[src/rtl/add_display_sequencer_pkg.sv]
// rtl/add_display_sequencer_pkg.sv - shared state encoding and seven-segment font
package add_display_sequencer_pkg;

    typedef enum logic [1:0] {
        ENTER_A = 2'd0,
        ENTER_B = 2'd1,
        CALC    = 2'd2,
        SHOW    = 2'd3
    } state_t;

    localparam logic [7:0] SEG_BLANK = 8'hFF;

    // Active-low gfedcba patterns, entry 0 at the right.
    localparam logic [15:0][6:0] SEG_FONT = {
        7'h0E, 7'h06, 7'h21, 7'h46, 7'h03, 7'h08, 7'h10, 7'h00,
        7'h78, 7'h02, 7'h12, 7'h19, 7'h30, 7'h24, 7'h79, 7'h40
    };

endpackage

[src/rtl/add_display_sequencer_seven_seg_decoder.sv]
// rtl/add_display_sequencer_seven_seg_decoder.sv - 4-bit hex to active-low abcdefg segments
module seven_seg_decoder
    import add_display_sequencer_pkg::*;
(
    input  logic [3:0] value,
    output logic [6:0] seg
);

    assign seg = SEG_FONT[value];

endmodule

[src/rtl/add_display_sequencer.sv]
// rtl/add_display_sequencer.sv - button-driven enter A, enter B, add and display sequencer
module add_display_sequencer
    import add_display_sequencer_pkg::*;
#(
    parameter int DEBOUNCE_W = 16,
    parameter int BLINK_W    = 24
) (
    input  logic       clk,
    input  logic       reset,
    input  logic       key_n,
    input  logic [3:0] sw,
    output logic [7:0] hex2,
    output logic [7:0] hex1,
    output logic [7:0] hex0,
    output logic [2:0] led
);

    logic                  key_meta;
    logic                  key_sync;
    logic                  stable;
    logic                  stable_d;
    logic [DEBOUNCE_W-1:0] db_cnt;
    logic                  press;

    state_t                state;
    logic [3:0]            reg_a;
    logic [3:0]            reg_b;
    logic [4:0]            reg_sum;
    logic [BLINK_W-1:0]    blink_cnt;
    logic                  blank_phase;

    logic [3:0]            dig2_val;
    logic [3:0]            dig1_val;
    logic [6:0]            seg2;
    logic [6:0]            seg1;
    logic [6:0]            seg0;

    always_ff @(posedge clk) begin
        if (reset) begin
            key_meta <= 1'b1;
            key_sync <= 1'b1;
            stable   <= 1'b1;
            stable_d <= 1'b1;
            db_cnt   <= '0;
        end else begin
            key_meta <= key_n;
            key_sync <= key_meta;
            stable_d <= stable;
            if (key_sync == stable) begin
                db_cnt <= '0;
            end else if (db_cnt == '1) begin
                stable <= key_sync;
                db_cnt <= '0;
            end else begin
                db_cnt <= db_cnt + 1'b1;
            end
        end
    end

    // Only the falling edge of the debounced level counts as a press.
    assign press = stable_d & ~stable;

    always_ff @(posedge clk) begin
        if (reset) begin
            state     <= ENTER_A;
            reg_a     <= '0;
            reg_b     <= '0;
            reg_sum   <= '0;
            blink_cnt <= '0;
        end else begin
            blink_cnt <= blink_cnt + 1'b1;
            case (state)
                ENTER_A: begin
                    if (press) begin
                        reg_a     <= sw;
                        state     <= ENTER_B;
                        blink_cnt <= '0;
                    end
                end
                ENTER_B: begin
                    if (press) begin
                        reg_b     <= sw;
                        state     <= CALC;
                        blink_cnt <= '0;
                    end
                end
                CALC: begin
                    reg_sum   <= {1'b0, reg_a} + {1'b0, reg_b};
                    state     <= SHOW;
                    blink_cnt <= '0;
                end
                SHOW: begin
                    if (press) begin
                        state     <= ENTER_A;
                        blink_cnt <= '0;
                    end
                end
                default: begin
                    state     <= ENTER_A;
                    blink_cnt <= '0;
                end
            endcase
        end
    end

    assign blank_phase = blink_cnt[BLINK_W-1];
    assign dig2_val    = (state == ENTER_A) ? sw : reg_a;
    assign dig1_val    = (state == ENTER_B) ? sw : reg_b;

    seven_seg_decoder u_dec2 (.value(dig2_val),     .seg(seg2));
    seven_seg_decoder u_dec1 (.value(dig1_val),     .seg(seg1));
    seven_seg_decoder u_dec0 (.value(reg_sum[3:0]), .seg(seg0));

    always_comb begin
        hex2 = SEG_BLANK;
        hex1 = SEG_BLANK;
        hex0 = SEG_BLANK;
        led  = 3'b001;
        case (state)
            ENTER_A: begin
                hex2 = blank_phase ? SEG_BLANK : {1'b1, seg2};
                led  = 3'b001;
            end
            ENTER_B: begin
                hex2 = {1'b1, seg2};
                hex1 = blank_phase ? SEG_BLANK : {1'b1, seg1};
                led  = 3'b010;
            end
            CALC, SHOW: begin
                hex2 = {1'b1, seg2};
                hex1 = {1'b1, seg1};
                hex0 = {~reg_sum[4], seg0};
                led  = 3'b100;
            end
            default: begin
                led = 3'b001;
            end
        endcase
    end

endmodule

[config.mk]
export PLATFORM = sky130hd
export DESIGN_NAME = add_display_sequencer
export DESIGN_NICKNAME = d
export VERILOG_FILES = /design/src/rtl/add_display_sequencer_pkg.sv /design/src/rtl/add_display_sequencer_seven_seg_decoder.sv /design/src/rtl/add_display_sequencer.sv
export SDC_FILE = /design/constraint.sdc
export NUM_CORES = 1
export LEC_CHECK = 0
export CAP_MARGIN = 15
export CORE_MARGIN = 2
export CORE_UTILIZATION = 32
export CTS_CLUSTER_DIAMETER = 120
export DETAILED_ROUTE_END_ITERATION = 10
export HOLD_SLACK_MARGIN = 0.03
export SLEW_MARGIN = 15
export SYNTH_ARGS = -nofsm -noshare
export SYNTH_HDL_FRONTEND = slang
export SYNTH_SLANG_ARGS = --single-unit
export TNS_END_PERCENT = 20
[constraint.sdc]
create_clock -name clk -period 9.96 [get_ports clk]
set_input_delay 2.988 -clock clk [delete_from_list [all_inputs] [get_ports clk]]
set_output_delay 2.988 -clock clk [all_outputs]
set_load 0.02 [all_outputs]
# [Yosys cells after proc, flatten, opt, wreduce, memory -nomap -nowiden]
# Memory sizes are Yosys's and may differ from the RTL's. A register that Yosys moved wholly into a read port is not among the register bits.
# Cells that the tools add are included.
[word_totals] regBits=59 mem_bits_ro=336 input_bits=7 out_inout_bits=27 elab_cells=59 memories=3
[op_classes] n_addsub=3 magnitude_cmp=3 n_eq_ne=8 mux=19 bitwise_logic=4 reduce_logical=9
[mem_list] memory="(no name shown)" depth=16 width=7 read_ports=1 rd_clocked_by_memory_dff=1 write_ports=0 line="add_display_sequencer_seven_seg_decoder.sv:9" text="assign seg = SEG_FONT[value];"
[mem_list] memory="(no name shown)" depth=16 width=7 read_ports=1 rd_clocked_by_memory_dff=0 write_ports=0 line="add_display_sequencer_seven_seg_decoder.sv:9"
[mem_list] memory="(no name shown)" depth=16 width=7 read_ports=1 rd_clocked_by_memory_dff=0 write_ports=0 line="add_display_sequencer_seven_seg_decoder.sv:9"
[op_table] op="24-bit case mux with 2 select lines" n=1
[op_table] op="7-bit two-way mux" n=5
[op_table] op="24-bit by 1-bit adder with 24-bit output, second input constant" n=1
[op_table] op="24-bit two-way mux" n=1
[op_table] op="16-bit by 1-bit adder with 16-bit output, second input constant" n=1
[op_table] op="16-bit equality test, second input constant" n=1
[op_table] op="4-bit two-way mux" n=4
[op_table] op="8-bit case mux with 2 select lines" n=1
[op_table] op="4-bit by 5-bit less-than comparator with 1-bit output, second input constant" n=3
[op_table] op="7-bit case mux with 2 select lines" n=1
[op_table] op="3-bit case mux with 3 select lines" n=1
[op_table] op="3-bit OR reduction" n=3
[op_table] op="8-bit two-way mux" n=1
[op_table] op="2-bit case mux with 4 select lines" n=1
[op_table] op="2-bit two-way mux" n=3
[op_table] op="2-bit != test, second input constant" n=3
[op_table] op="2-bit AND reduction" n=3
[op_table] op="4-bit by 4-bit adder with 5-bit output" n=1
[op_table] op="2-bit equality test, second input constant" n=2
[op_table] op="1-bit NOT" n=3
[op_table] op="3-bit AND reduction" n=1
[op_table] op="2-bit by 1-bit equality test with 1-bit output, second input constant" n=1
[op_table] op="2-bit logical NOT" n=1
[op_table] op="2-bit OR reduction" n=1
[op_table] op="2 further kinds" n=2

# [Longest topological paths before layout]
[logic_depth] depth_word=6 mapped_depth=10 mapped_depth_nobuf=9

# [Modules after synthesis]
# From an unflattened synthesis, not the netlist that was laid out.
[unflattened] cells_unflattened=466 hier_area_um2=3834.9
[modules_own_cells] module="add_display_sequencer" n_inst=1 cells_each=366 area_each_um2=3015.4 seq_area_each_um2=1181.1
[modules_own_cells] module="seven_seg_decoder (u_dec2)" n_inst=1 cells_each=32 area_each_um2=275.3 seq_area_each_um2=0.0
[modules_own_cells] module="seven_seg_decoder (u_dec1)" n_inst=1 cells_each=33 area_each_um2=274.0 seq_area_each_um2=0.0
[modules_own_cells] module="seven_seg_decoder (u_dec0)" n_inst=1 cells_each=35 area_each_um2=270.3 seq_area_each_um2=0.0

# [Worst setup path after synthesis]
# Ideal clock, no wire load.
[synth_timing] kind="input port to output port" start="in sw[0]" end="out hex1[2]" arrival_time_ns=4.416 t_required_ns=6.972 setup_slack_ns=2.556 path_stages=6 path_buffers=0 cell_sequence="mux2i_1 -> inv_1 -> ha_1 -> nor3_1 -> a31oi_1 -> o21ai_0"
[synth_between] elab_chain_len=5
[synth_rtl] item="start: declaration" line="add_display_sequencer.sv:11" text="input logic [3:0] sw,"
[synth_rtl] item="4-bit two-way mux (*)" line="add_display_sequencer.sv:108" text="assign dig1_val = (state == ENTER_B) ? sw : reg_b;"
[synth_rtl] item="memory read 16 x 7 bit (*)"
[synth_rtl] item="7-bit two-way mux (not written as such) (*)" line="add_display_sequencer_seven_seg_decoder.sv:9"
[synth_rtl] item="7-bit two-way mux" line="add_display_sequencer.sv:126" text="hex1 = blank_phase ? SEG_BLANK : {1'b1, seg1};"
[synth_rtl] item="7-bit case mux with 2 select lines (*)" line="add_display_sequencer.sv:119" text="case (state)"
[synth_rtl] item="end: declaration" line="add_display_sequencer.sv:13" text="output logic [7:0] hex1,"
# Mark *: on every way between the ends. The rest lies on a longest branch, timed or not. The select of a mux whose other input is x is not followed.

# [Worst setup path after layout]
[layout_timing] start="in sw[3]" end="out hex1[3]"
# The elaborated chain is that of the path after synthesis.

==> run summary <==
The tree built by TritonCTS fans out to 66 sinks. The via count of the first global-routing pass was 2,763; the largest fanout of any net on the critical path was 11. The initial antenna violation count came out at 0. In this design, the critical path's most frequently occurring cell is sky130_fd_sc_hd__clkdlybuf4s50_1. The biggest area contributor in the post-synthesis netlist is sky130_fd_sc_hd__dfxtp_1.

The slowest stage of the critical path is the sky130_fd_sc_hd__mux2i_1 cell. The worst setup path is launched from an input port. In this design, the largest share of critical-path delay is due to multiplexers.

The most common flop cell mapped by yosys was sky130_fd_sc_hd__dfxtp_1. The die is 112 microns wide. The clock insertion delay at the later pin of the skew report is 0.32 ns, and the pin count of the biggest net entering global routing is 25. Traced cell by cell, the critical path runs through clkdlybuf4s50_1, mux2i_1, mux4_2, inv_1, o21ai_0, clkdlybuf4s50_1.

In this run the most used layer during global routing was met2. The time the final worst path needs with I/O delays and setup is 8.57 ns. The clock-pin transition on the worst setup and hold timing paths was 0.05 ns; the hold buffer count at cts was 0. The floorplan step defined a die boundary enclosing 12,600 sq um. No sink is reached through more buffers than the 2 on the longest clock path. Among all cell types in the netlist, the one instantiated most often is sky130_fd_sc_hd__dfxtp_1.

Setup violations remaining at the end of the flow were counted as 0. The tools report the total global-route track usage as 0.118. The routed length per placed instance came out at 12.1 microns. Detailed placement finished with a half-perimeter wire length of 5210 microns.

Final hold analysis gives a worst-case slack of 0.420 ns. The run gives 0 as the buffers inserted during post-CTS setup optimization. The detail route stage leaves a number of antenna-violating nets equal to 0. The non-filler instance count after layout is 600.

After floorplanning, the core was sized to cover 11,400 sq um. The tools report the worst relative slew slack as 0.299. The met3 routing resource usage after global routing is 0.0405. Setup repair after global routing left no endpoint under its margin. Sorting the synthesized cells by area gives the leading types as sky130_fd_sc_hd__dfxtp_1, sky130_fd_sc_hd__ha_1, sky130_fd_sc_hd__nor2_1. At the pin with the least slew margin, the transition time is 1.02 ns.

In this run the cell area of the synthesized design comes to 3750 sq um. The final core utilization was 0.390; the final period utilization was 0.860. The worst register-to-register path has a setup slack of 7.58 ns. The Yosys step of the flow raised 0 warnings. The routing usage on met1 is 0.134, and the arrival time at the worst endpoint is 5.58 ns. The root buffer cell chosen for the clock tree is sky130_fd_sc_hd__clkbuf_16. Compared with the post-synthesis result, the final layout area differs by 18.6%. After detailed routing, the total wire length is 7280 microns. VDD sags by at most 0.0000678 V. The proportion of synthesized flip-flops having asynchronous set or reset came out at 0.

For the final routed database, the setup TNS stands at 0 ns. The tools report the endpoint of the worst hold path as key_sync. The top-area cell type share of the netlist area works out to 0.352. The commonest cells after synthesis are sky130_fd_sc_hd__dfxtp_1, sky130_fd_sc_hd__nor2_1, sky130_fd_sc_hd__nand2_1, sky130_fd_sc_hd__ha_1, sky130_fd_sc_hd__xor2_1. STA classifies the critical path endpoint as an output port. In the routed design, unresolved DRC markers number 0.

The number of different library cells in the post-synthesis netlist is 56, and the number of optimization iterations in the first detailed-route pass is 4. The tightest min-delay check is of the flip-flop to flip-flop type. For this design the ratio of total power to cell area is 166 nW/um^2. During I/O placement, the number of pins put on the boundary was 34. The number of cells upsized or downsized after cts was 0.

The startpoint identified for the worst register-to-register timing path is state[0]. The clock skew after layout is 0.00553 ns, and the mean cell area of the mapped netlist is 8.77 sq um. For the part of the Yosys area used for sequential elements, the log shows 0.352. The delay contributed by the slowest stage of the critical path is 0.83 ns.

For the total congestion overflow after global routing, the log shows 0. Violation count after the first detailed-routing iteration: 81. In this run, placement finished with an instance count of 585. The filler cells instantiated in the layout total 1,183. At the end of the flow, the number of nets in the layout was 493.

The flow ran to the end, and the final reports show no timing, DRC or antenna violations. The logs give 0 for the number of hold-slack violations in the final timing report and 0 for the max-capacitance violation count. The fraction of met2 tracks used by global routing is 0.208, and the instance count along the most critical hold path is 1. The first global-routing pass estimated 12,200 microns of wire.

In this run the most critical hold path is launched from key_meta. The height of the chip was 112 microns; the number of inserted diodes was 0. Using the TritonRoute via totals, the vias-per-cell ratio works out to 4.87. The required time of the worst setup path was 6.97 ns; the depth of the most critical reg-to-reg path was 8. The number of enable-type register cells in the synthesized netlist came out at 0. The worst setup path is of the input port to output port kind. Routability-driven placement finished with a final weighted congestion of 0.777. For this design the static power due to leakage is 1.77 nW. The tools report the initial cell density of the core as 0.329.

Summing over every cut layer, the via total after detailed routing is 2,920. The summed area of non-filler cells in the final layout is 4450 sq um, and the highest clock rate is 117 MHz. In this run the number of H-tree levels came out at 3. The post-placement cell area came out at 4150 sq um. Buffers inserted during clock tree synthesis total 9. The worst register-to-register path ends at seg0[1]. The number of rows created at floorplan is 39, and the buffering stage count on the worst path with inverters included is 3.

Synthesis inferred 66 register bits. The share of layout cells above drive strength 1 was 0.0744. The max-slew violation total from the final report is 0. During placement, the flow inserted port buffers numbering 31. TritonCTS built the clock tree. Synthesis produced 428 cells.
[metrics by stage]
step / power, mW / setup WS, ns
after floorplan: 0.377 / 2.56
after global placement: 0.426 / 1.43
after detailed placement: 0.427 / 1.41
after CTS: 0.751 / 1.41
after global routing: 0.775 / 1.24
final: 0.741 / 1.39
[layer usage]
layer  part of all wire  wire length (microns)
met1               0.46                   3330
met2               0.50                   3650
met3              0.033                    238
met4             0.0091                     66
met5                  0                      0
[cell type report]
cell class              count  area, sq um  share of cell area
clock buffers              13          270              0.0607
clock inverters             2         35.0             0.00787
inverters                  17         63.8              0.0143
multi-input cells         328         2270               0.511
flip-flops and latches     66         1320               0.297
well taps                 143          179              0.0402
repair buffers             31          310              0.0697
[sequential cells by signal, indices dropped and copies added (netlist names), 2 cells and up]
name / cells
reg_a: 4
state: 2
seg0: 7
db_cnt: 16
reg_b: 4
reg_sum: 5
blink_cnt: 24
[layout by cell type, fill, tap and decap left out, drive strengths merged, types with 5 or more instances in the layout]
cell and instances:
dfxtp 66, mux2i 16, ha 32, o21ai 9
a21oi 16, and3 6, nand2 43, mux2 5
or2 5, xnor2 14, nor2 61, clkdlybuf4s50 31
nand3 25, inv 17, clkbuf 13, nand2b 9
nand4 8, xor2 25, nor3 5
[how the worst max path moves through the flow]
| stage | start | end | slack, ns | cells past startpoint |
|---|---|---|---|---|
| CTS | sw[3] | hex1[3] | 1.41 | 6 |
| floorplan | sw[0] | hex1[2] | 2.56 | 6 |
| detailed placement | sw[3] | hex1[3] | 1.41 | 6 |
| finish | sw[3] | hex1[3] | 1.39 | 6 |
| global route | sw[3] | hex1[3] | 1.24 | 6 |
| global placement | sw[3] | hex1[3] | 1.43 | 6 |
[where the power goes]
group	internal [mW]	switching (mW)
Sequential	0.268	0.00252
Combinational	0.0664	0.0856
Clock	0.212	0.106
[logic make-up after synthesis]
kind of cell	Yosys count	synth area share
and+or+nand+nor	179	0.234
other	1	0.000999
muxes	22	0.0646
DFF	66	0.352
buffers and inverters	35	0.0433
AOI/OAI and AO/OA	53	0.102
adders and majority gates	33	0.112
xor gates and xnor gates	39	0.0910
No activity file was read; power rests on OpenSTA's default activity.
